`src/rtl/instruction_fetch_unit.sv`:
```
// Fetch stage: owns the PC, fetches 32-bit words over an imem req/ack handshake and
// presents them with a valid/ready handshake. Optional macro: FETCH_MISALIGN_TRAP_EN.
module instruction_fetch_unit #(
  parameter logic [31:0] RESET_PC     = 32'h0000_0000,
  parameter int unsigned IMEM_TIMEOUT = 16
) (
  input  logic        clk,
  input  logic        rst,
  output logic        imem_req,
  output logic [31:0] imem_addr,
  input  logic        imem_ack,
  input  logic [31:0] imem_rdata,
  input  logic        redirect_valid,
  input  logic [31:0] redirect_pc,
  output logic        inst_valid,
  input  logic        inst_ready,
  output logic [31:0] inst,
  output logic [6:0]  opcode,
  output logic [31:0] inst_pc,
`ifdef FETCH_MISALIGN_TRAP_EN
  output logic        fetch_misaligned,
`endif
  output logic        fetch_error
);

  typedef enum logic [1:0] {IDLE, WAIT, HOLD, ERR} state_t;

  localparam logic [31:0] NOP_C     = 32'h0000_0013;
  localparam logic [7:0]  TIMEOUT_C = 8'(IMEM_TIMEOUT);

  state_t      state_q, state_d;
  logic [31:0] pc_q, pc_d;
  logic        req_q, req_d;
  logic [31:0] addr_q, addr_d;
  logic        valid_q, valid_d;
  logic [31:0] inst_q, inst_d;
  logic [6:0]  opcode_q, opcode_d;
  logic [31:0] inst_pc_q, inst_pc_d;
  logic        err_q, err_d;
  logic        kill_q, kill_d;
  logic [7:0]  cnt_q, cnt_d;
  logic [31:0] tgt;
  logic        timeout;
`ifdef FETCH_MISALIGN_TRAP_EN
  logic        mis_q, mis_d;
`endif

  always_comb begin
    state_d   = state_q;
    pc_d      = pc_q;
    req_d     = req_q;
    addr_d    = addr_q;
    valid_d   = valid_q;
    inst_d    = inst_q;
    opcode_d  = opcode_q;
    inst_pc_d = inst_pc_q;
    err_d     = err_q;
    kill_d    = kill_q;
    cnt_d     = cnt_q;
`ifdef FETCH_MISALIGN_TRAP_EN
    mis_d     = mis_q;
    tgt       = redirect_pc;
`else
    tgt       = redirect_pc & ~32'h3;
`endif
    timeout   = ((cnt_q + 8'd1) == TIMEOUT_C);

    case (state_q)
      IDLE: begin
        state_d = WAIT;
        req_d   = 1'b1;
        cnt_d   = 8'd0;
        addr_d  = pc_q;
        if (redirect_valid) begin
          pc_d   = tgt;
          addr_d = tgt;
        end
      end
      WAIT: begin
        if (redirect_valid) begin
          pc_d    = tgt;
          valid_d = 1'b0;
          if (imem_ack) begin
            addr_d = tgt;
            kill_d = 1'b0;
            cnt_d  = 8'd0;
          end else begin
            // Address must stay stable until ack, so the in-flight word is killed instead.
            kill_d = 1'b1;
            cnt_d  = cnt_q + 8'd1;
            if (timeout) begin
              err_d   = 1'b1;
              req_d   = 1'b0;
              state_d = ERR;
            end
          end
        end else if (imem_ack) begin
          cnt_d = 8'd0;
          if (kill_q) begin
            kill_d = 1'b0;
            addr_d = pc_q;
          end else begin
            inst_d    = imem_rdata;
            opcode_d  = imem_rdata[6:0];
            inst_pc_d = pc_q;
            valid_d   = 1'b1;
            req_d     = 1'b0;
            pc_d      = pc_q + 32'd4;
            state_d   = HOLD;
          end
        end else begin
          cnt_d = cnt_q + 8'd1;
          if (timeout) begin
            err_d   = 1'b1;
            req_d   = 1'b0;
            state_d = ERR;
          end
        end
      end
      HOLD: begin
        if (redirect_valid) begin
          pc_d    = tgt;
          addr_d  = tgt;
          valid_d = 1'b0;
          req_d   = 1'b1;
          cnt_d   = 8'd0;
          state_d = WAIT;
        end else if (inst_ready) begin
          addr_d  = pc_q;
          valid_d = 1'b0;
          req_d   = 1'b1;
          cnt_d   = 8'd0;
          state_d = WAIT;
        end
      end
      default: begin
        req_d   = 1'b0;
        valid_d = 1'b0;
      end
    endcase

`ifdef FETCH_MISALIGN_TRAP_EN
    // A misaligned redirect overrides whatever the state logic chose.
    if (state_q != ERR && redirect_valid && (redirect_pc[1:0] != 2'b00)) begin
      mis_d   = 1'b1;
      req_d   = 1'b0;
      valid_d = 1'b0;
      kill_d  = 1'b0;
      state_d = ERR;
    end
`endif
  end

  always_ff @(posedge clk) begin
    if (rst) begin
      state_q   <= IDLE;
      pc_q      <= RESET_PC;
      req_q     <= 1'b0;
      addr_q    <= RESET_PC;
      valid_q   <= 1'b0;
      inst_q    <= NOP_C;
      opcode_q  <= NOP_C[6:0];
      inst_pc_q <= RESET_PC;
      err_q     <= 1'b0;
      kill_q    <= 1'b0;
      cnt_q     <= 8'd0;
`ifdef FETCH_MISALIGN_TRAP_EN
      mis_q     <= 1'b0;
`endif
    end else begin
      state_q   <= state_d;
      pc_q      <= pc_d;
      req_q     <= req_d;
      addr_q    <= addr_d;
      valid_q   <= valid_d;
      inst_q    <= inst_d;
      opcode_q  <= opcode_d;
      inst_pc_q <= inst_pc_d;
      err_q     <= err_d;
      kill_q    <= kill_d;
      cnt_q     <= cnt_d;
`ifdef FETCH_MISALIGN_TRAP_EN
      mis_q     <= mis_d;
`endif
    end
  end

  assign imem_req    = req_q;
  assign imem_addr   = addr_q;
  assign inst_valid  = valid_q;
  assign inst        = inst_q;
  assign opcode      = opcode_q;
  assign inst_pc     = inst_pc_q;
  assign fetch_error = err_q;
`ifdef FETCH_MISALIGN_TRAP_EN
  assign fetch_misaligned = mis_q;
`endif

endmodule

```
`config.mk`:
```
export PLATFORM = sky130hd
export DESIGN_NAME = instruction_fetch_unit
export DESIGN_NICKNAME = d
export VERILOG_FILES = /design/src/rtl/instruction_fetch_unit.sv
export SDC_FILE = /design/constraint.sdc
export NUM_CORES = 1
export LEC_CHECK = 0
export ABC_AREA = 1
export BUFFER_PORTS_ARGS = -buffer_cell sky130_fd_sc_hd__buf_4
export CORE_MARGIN = 2
export CORE_UTILIZATION = 48
export DETAILED_ROUTE_END_ITERATION = 10
export GPL_TIMING_DRIVEN = 1
export PLACE_DENSITY = 0.76
export SLEW_MARGIN = 10
export SYNTH_ARGS = -nofsm -noshare
export SYNTH_HDL_FRONTEND = slang
export SYNTH_SLANG_ARGS = --single-unit
```
`constraint.sdc`:
```
create_clock -name clk -period 1.6 [get_ports clk]
set_input_delay 0.24 -clock clk [delete_from_list [all_inputs] [get_ports clk]]
set_output_delay 0.24 -clock clk [all_outputs]
set_load 0.05 [all_outputs]
```
==> results of run 1 <==
==> area by class of cell <==
cell class,instances,share of cell area (%)
Tap cell,180,2.33
Sequential cell,142,29.5
Timing Repair Buffer,240,21.0
Multi-Input combinational cell,719,37.0
Inverter,73,2.91
Clock inverter,13,2.66
Clock buffer,19,4.58
==> cells in the mapped netlist <==
cell	count
nor2_1	177
nand2_1	166
dfxtp_1	142
o21ai_0	119
a21oi_1	100
inv_1	60
nand3_1	55
buf_2	27
clkbuf_1	23
nand4_1	21
o21ai_1	14
buf_4	11
inv_2	11
nor2_2	8
nor3_1	7
a21oi_2	6
nand3b_1	6
a31oi_1	5
nor2_4	5
buf_6	4
buf_1	3
nor2_8	3
o211ai_1	3
a22oi_1	2
ha_1	2
nand2_2	2
nand3_4	2
o311ai_0	2
a211oi_1	1
a211oi_2	1
a21oi_4	1
and3_1	1
clkinv_1	1
inv_4	1
nor3_4	1
nor4_1	1
o211ai_2	1
o21bai_1	1
o31ai_1	1
or2_1	1
or2_2	1
xor2_1	1
==> worst max-delay path by stage <==
stage | to | slack (ns) | start | cells past startpoint
floorplan | pc_q[20] | 0.08 | pc_q[3] | 10
global placement | pc_q[26] | 0.02 | pc_q[2] | 10
detailed placement | pc_q[30] | 0.01 | pc_q[2] | 10
CTS | pc_q[20] | 0.008 | pc_q[2] | 10
global route | pc_q[13] | -0.14 | state_q[0] | 7
finish | pc_q[13] | -0.05 | state_q[0] | 7
==> where the power goes <==
| group | internal [µW] | switching [µW] |
|---|---|---|
| combinational | 836 | 1590 |
| clock | 3140 | 1580 |
| sequential | 3800 | 194 |
| total | 7770 | 3360 |
==> logic make-up (layout without fill, tap and decap cells) <==
family,Yosys count,in the layout,synth area share (%)
AOI/OAI and AO/OA,257,257,19.8
xor gates and xnor gates,1,1,0.127
adders and majority gates,2,2,0.362
buffers and inverters,141,345,9.21
DFF,142,142,41.1
and+or+nand+nor,457,459,29.4
==> placed cells by master, fill, tap and decap left out, types with 18 or more instances in the layout <==
cell / Yosys / routed
clkbuf_16: 0 / 21
nand3_1: 55 / 49
nand4_1: 21 / 21
a21oi_1: 100 / 99
o21ai_0: 119 / 115
o21ai_1: 14 / 18
buf_4: 11 / 222
dfxtp_1: 142 / 134
nand2_1: 166 / 159
nor2_1: 177 / 172
inv_1: 60 / 58
==> per-stage QoR <==
stage	worst slack [ns]	hold WS (ns)	power [µW]	cell area, µm²
after floorplan	0.0770	0.366	5540	6910
after global placement	0.0225	0.449	6310	8590
after detailed placement	0.0111	0.455	6330	8590
after CTS	0.00848	0.0195	11000	9300
after global routing	-0.141	0.0225	11600	9670
final	-0.0481	0.0346	11100	9670
==> state kept, by name, indices dropped and copies added, names as in the netlist <==
name and count:
kill_q 1, cnt_q 8, inst 32, fetch_error 1
pc_q 32, imem_req 1, imem_addr 32, inst_pc 32
state_q 2, inst_valid 1
==> worst max-delay path: cells and delay by family, from the launching register on <==
kind	cells	cell delay, ns
flops	1	0.37
compound gates	2	0.40
buf+inv	3	0.51
simple gates	2	0.25
==> per-layer routing <==
| metal | part of all wire [%] | up-vias |
|---|---|---|
| met1 | 41 | 3507 |
| met5 | 0 | - |
| li1 | - | 3697 |
| met2 | 47 | 392 |
| met4 | 2.9 | 0 |
| met3 | 8.9 | 57 |
==> what timing repair did <==
action                     in CTS  in global routing
setup endpoints to repair       5                105
gates resized for setup         2                 52
pin swaps                       0                 18
cloned                          1                  7
buffers inserted                0                  6
==> impl_metrics.env, run 1 <==
export IMPL_synth_seq_cells=142
export IMPL_use_met3_pct=6.04
export IMPL_drc=0
export IMPL_clock_tree_buffer_depth=2
export IMPL_placed_cells=1340
export IMPL_die_y_um=124
export IMPL_regArea_um2=2860
export IMPL_r2r_cells=7
export IMPL_cp_start_kind="flip-flop"
export IMPL_p_leak_uw=0.00428
export IMPL_cp_common_cell="buf_4"
export IMPL_cts_sinks=142
export IMPL_hold_buffers=0
export IMPL_top_usage_layer="met2"
export IMPL_worstMarginPinSlew_ns=0.395
export IMPL_hpwl_mm=13.6
export IMPL_vias=7653
export IMPL_syn_cell_area_um2=6910
export IMPL_final_util_pct=69.1
export IMPL_syn_num_nets=1071
export IMPL_wl_per_cell_um=16.1
export IMPL_final_hold_viol_count=0
export IMPL_r2r_setup_slack_ns=-0.05
export IMPL_layout_drive_gt1_share_pct=28.9
export IMPL_gp_congestion=0.870
export IMPL_drtIter0Drc=702
export IMPL_fin_crit_ns=1.65
export IMPL_fmax_mhz=607
export IMPL_min_from="imem_rdata[0]"
export IMPL_grt_pass1_wl_mm=31.4
export IMPL_routed_wl_mm=22.3
export IMPL_cp_end_kind="flip-flop"
export IMPL_critPathRequiredTime_ns=1.91
export IMPL_dieWidth_um=124
export IMPL_synthTopCellsByArea="dfxtp_1 (41%), nor2_1 (9.6%), nand2_1 (9.0%)"
export IMPL_seq_area_frac_synth_pct=41.1
export IMPL_firstDrtPassIters=5
export IMPL_via_per_inst=5.52
export IMPL_hp_class="in2reg"
export IMPL_rsz0062_at_grt="true"
export IMPL_setup_viol=1
export IMPL_multi_input_area_um2=3580
export IMPL_worstSkewPairLatency_ns=0.42
export IMPL_violations="negative setup slack"
export IMPL_antenna_found_initial=0
export IMPL_rows=43
export IMPL_htree_num_levels=4
export IMPL_ant_nets=0
export IMPL_maxCapViolCount=0
export IMPL_r2r_end="pc_q[13]"
export IMPL_setup_tns_final_ns=-0.0481
export IMPL_crit_chain="buf_4, buf_4, nand2_1, o21ai_0, nand3_1, o211ai_1, inv_1"
export IMPL_holdPathStages=3
export IMPL_grt_total_usage_pct=26.1
export IMPL_fill_cells=1139
export IMPL_fin_ws_ns=-0.0481
export IMPL_num_antenna_cells=0
export IMPL_start_util_pct=49.4
export IMPL_io_pins=175
export IMPL_power_density_nw_per_um2=1150
export IMPL_reg2reg_from="state_q[0]"
export IMPL_skew_ns=0.00657
export IMPL_synth_top_area_cell="dfxtp_1"
export IMPL_cts_tree="yes"
export IMPL_critPathSlowestCell="dfxtp_4"
export IMPL_use_met2_pct=43.2
export IMPL_peakVddDrop_mv=0.787
export IMPL_synthesis_instances=1000
export IMPL_critical_path_class="reg2reg"
export IMPL_critPathMaxStageDelay_ns=0.37
export IMPL_root_buffer="clkbuf_16"
export IMPL_clk_pin_slew_ns=0.06
export IMPL_netlist_area_leader_share_pct=41.1
export IMPL_grt_pass1_vias=6441
export IMPL_drv_slew=0
export IMPL_fin_cells=1386
export IMPL_grtUsageMet1_pct=33.6
export IMPL_core_area_um2=14000
export IMPL_yosys_warnings=0
export IMPL_die_area_um2=15400
export IMPL_synth_distinct_cells=42
export IMPL_fin_nets=1264
export IMPL_maxSlewHeadroom_pct=73.7
export IMPL_fin_crit_sh_pct=103
export IMPL_overflow=0
export IMPL_postSynthAreaPerCell_um2=6.91
export IMPL_portBuffers=172
export IMPL_syn_to_final_growth_pct=39.9
export IMPL_hold_end="inst[0]"
export IMPL_grt_max_degree=61
export IMPL_path_max_fanout=30
export IMPL_cp_data_arrival_time_ns=1.96
export IMPL_status="finished, violations left"
export IMPL_numCtsBuffers=17
(Power assumes the default switching activity.)
==> inputs of run 2 (changes only) <==
--- a/config.mk
+++ b/config.mk
@@ -8,10 +8,10 @@
 export ABC_AREA = 1
 export BUFFER_PORTS_ARGS = -buffer_cell sky130_fd_sc_hd__buf_4
 export CORE_MARGIN = 2
-export CORE_UTILIZATION = 48
+export CORE_UTILIZATION = 53
 export DETAILED_ROUTE_END_ITERATION = 10
 export GPL_TIMING_DRIVEN = 1
-export PLACE_DENSITY = 0.76
+export PLACE_DENSITY = 0.8
 export SLEW_MARGIN = 10
 export SYNTH_ARGS = -nofsm -noshare
 export SYNTH_HDL_FRONTEND = slang
==> constraint.sdc (replaced) <==
create_clock -name clk -period 1.8 [get_ports clk]
set_input_delay 0.27 -clock clk [delete_from_list [all_inputs] [get_ports clk]]
set_output_delay 0.27 -clock clk [all_outputs]
set_load 0.05 [all_outputs]
==> impl_metrics.env, run 2 (synthesis gave the netlist of run 1 again) <==
export IMPL_status="finished, final reports clean"
export IMPL_syn_to_final_growth_pct=29.1
export IMPL_rsz0062_at_grt="false"
export IMPL_mostFrequentLayoutCells="buf_4 (195), nor2_1 (175), nand2_1 (166)"
export IMPL_cp_end_kind="flip-flop"
export IMPL_fin_nets=1223
export IMPL_pre_cts_slack_ns=0.0488
export IMPL_rows=41
export IMPL_multi_input_area_um2=3460
export IMPL_critical_path_class="reg2reg"
export IMPL_cts_sinks=142
export IMPL_peakVddDrop_mv=0.615
export IMPL_vias=7207
export IMPL_hpwl_mm=13.1
export IMPL_gp_congestion=0.889
export IMPL_htree_num_levels=4
export IMPL_ant_nets=0
export IMPL_grt_pass1_wl_mm=31.3
export IMPL_r2r_cells=10
export IMPL_path_max_fanout=6
export IMPL_clock_tree_buffer_depth=2
export IMPL_cts_tree="yes"
export IMPL_die_area_um2=14000
export IMPL_wl_per_cell_um=14.6
export IMPL_fin_crit_sh_pct=95.5
export IMPL_postCtsSetupBuffers=0
export IMPL_grt_pass1_vias=6490
export IMPL_grt_max_degree=79
export IMPL_fill_cells=1050
export IMPL_via_per_inst=5.39
export IMPL_drv_slew=0
export IMPL_start_util_pct=54.5
export IMPL_setup_viol=0
export IMPL_holdPathStages=3
export IMPL_portBuffers=172
export IMPL_drc=0
export IMPL_overflow=0
export IMPL_critPathRequiredTime_ns=2.08
export IMPL_root_buffer="clkbuf_16"
export IMPL_final_hold_viol_count=0
export IMPL_dieWidth_um=118
export IMPL_clk_pin_slew_ns=0.06
export IMPL_die_y_um=118
export IMPL_core_area_um2=12700
export IMPL_io_pins=175
export IMPL_hp_class="in2reg"
export IMPL_routed_wl_mm=19.6
export IMPL_layout_drive_gt1_share_pct=23.8
export IMPL_final_util_pct=70.4
export IMPL_worstMarginPinSlew_ns=0.562
export IMPL_setup_tns_final_ns=0
export IMPL_power_density_nw_per_um2=1000
export IMPL_fmax_mhz=581
export IMPL_maxSlewHeadroom_pct=62.1
export IMPL_maxCapViolCount=0
export IMPL_drtIter0Drc=635
export IMPL_final_common_cell="buf_4"
export IMPL_skew_ns=0.00690
export IMPL_fin_crit_ns=1.72
export IMPL_num_antenna_cells=0
export IMPL_worstSkewPairLatency_ns=0.42
export IMPL_grt_total_usage_pct=27.4
export IMPL_antenna_found_initial=0
export IMPL_numCtsBuffers=17
export IMPL_p_leak_uw=0.00394
export IMPL_cp_start_kind="flip-flop"
export IMPL_cp_data_arrival_time_ns=2.00
export IMPL_firstDrtPassIters=8
export IMPL_fin_ws_ns=0.0802
export IMPL_regArea_um2=2840
==> run 2: final timing paths <==
| path | start | endpoint | slack [ns] |
|---|---|---|---|
| setup reg to reg | pc_q[2] | pc_q[30] | 0.08 |
| hold reg to reg | inst_valid | inst_valid | 0.47 |
| hold / removal | imem_rdata[0] | inst[0] | 0.06 |
| setup / recovery | pc_q[2] | pc_q[30] | 0.08 |
==> run 2: where the power goes <==
group	internal [µW]	switching [µW]	leakage, µW	total (µW)
clock network	2100	1330	0.000272	3430
registers	3380	174	0.00117	3550
logic	622	1340	0.00250	1960
==> run 2: cell type report <==
type / count / share of cell area [%]
multi-input cells: 719 / 38.8
flip-flops and latches: 142 / 31.9
repair buffers: 199 / 17.3
clock buffers: 22 / 5.20
inverters: 73 / 3.13
well taps: 172 / 2.41
clock inverters: 10 / 1.28
==> run 2: worst max-delay path, cell delays in order, from the launching register on <==
cell and delay, ns:
dfxtp_2 0.35, ha_1 0.19, nand2_2 0.09, nor2_4 0.15, nand3_4 0.14, nor2_4 0.24, nand3_1 0.11, nand2_1 0.07
nand3_1 0.07, nand2_1 0.11, a21oi_2 0.06
==> run 2: per-layer routing <==
metal	global-route usage (%)	part of all wire (%)
met5	0	0
met4	9.19	1.5
met3	5.41	7.3
met2	44.3	46
met1	36.7	45
==> run 2: what timing repair did <==
item,in CTS,in global routing
setup endpoints to repair,0,28
resized for setup,0,7
hold buffers,0,0
==> run 2: stage by stage <==
step	cell area, µm²	power [µW]	hold slack, ns	std cells
after global routing	8920	9300	0.0669	1337
final	8920	8940	0.0617	1337
after detailed placement	8310	5540	0.458	1303
after CTS	8890	8960	0.0547	1335
after floorplan	6910	4930	0.396	1000
after global placement	8310	5510	0.449	1303
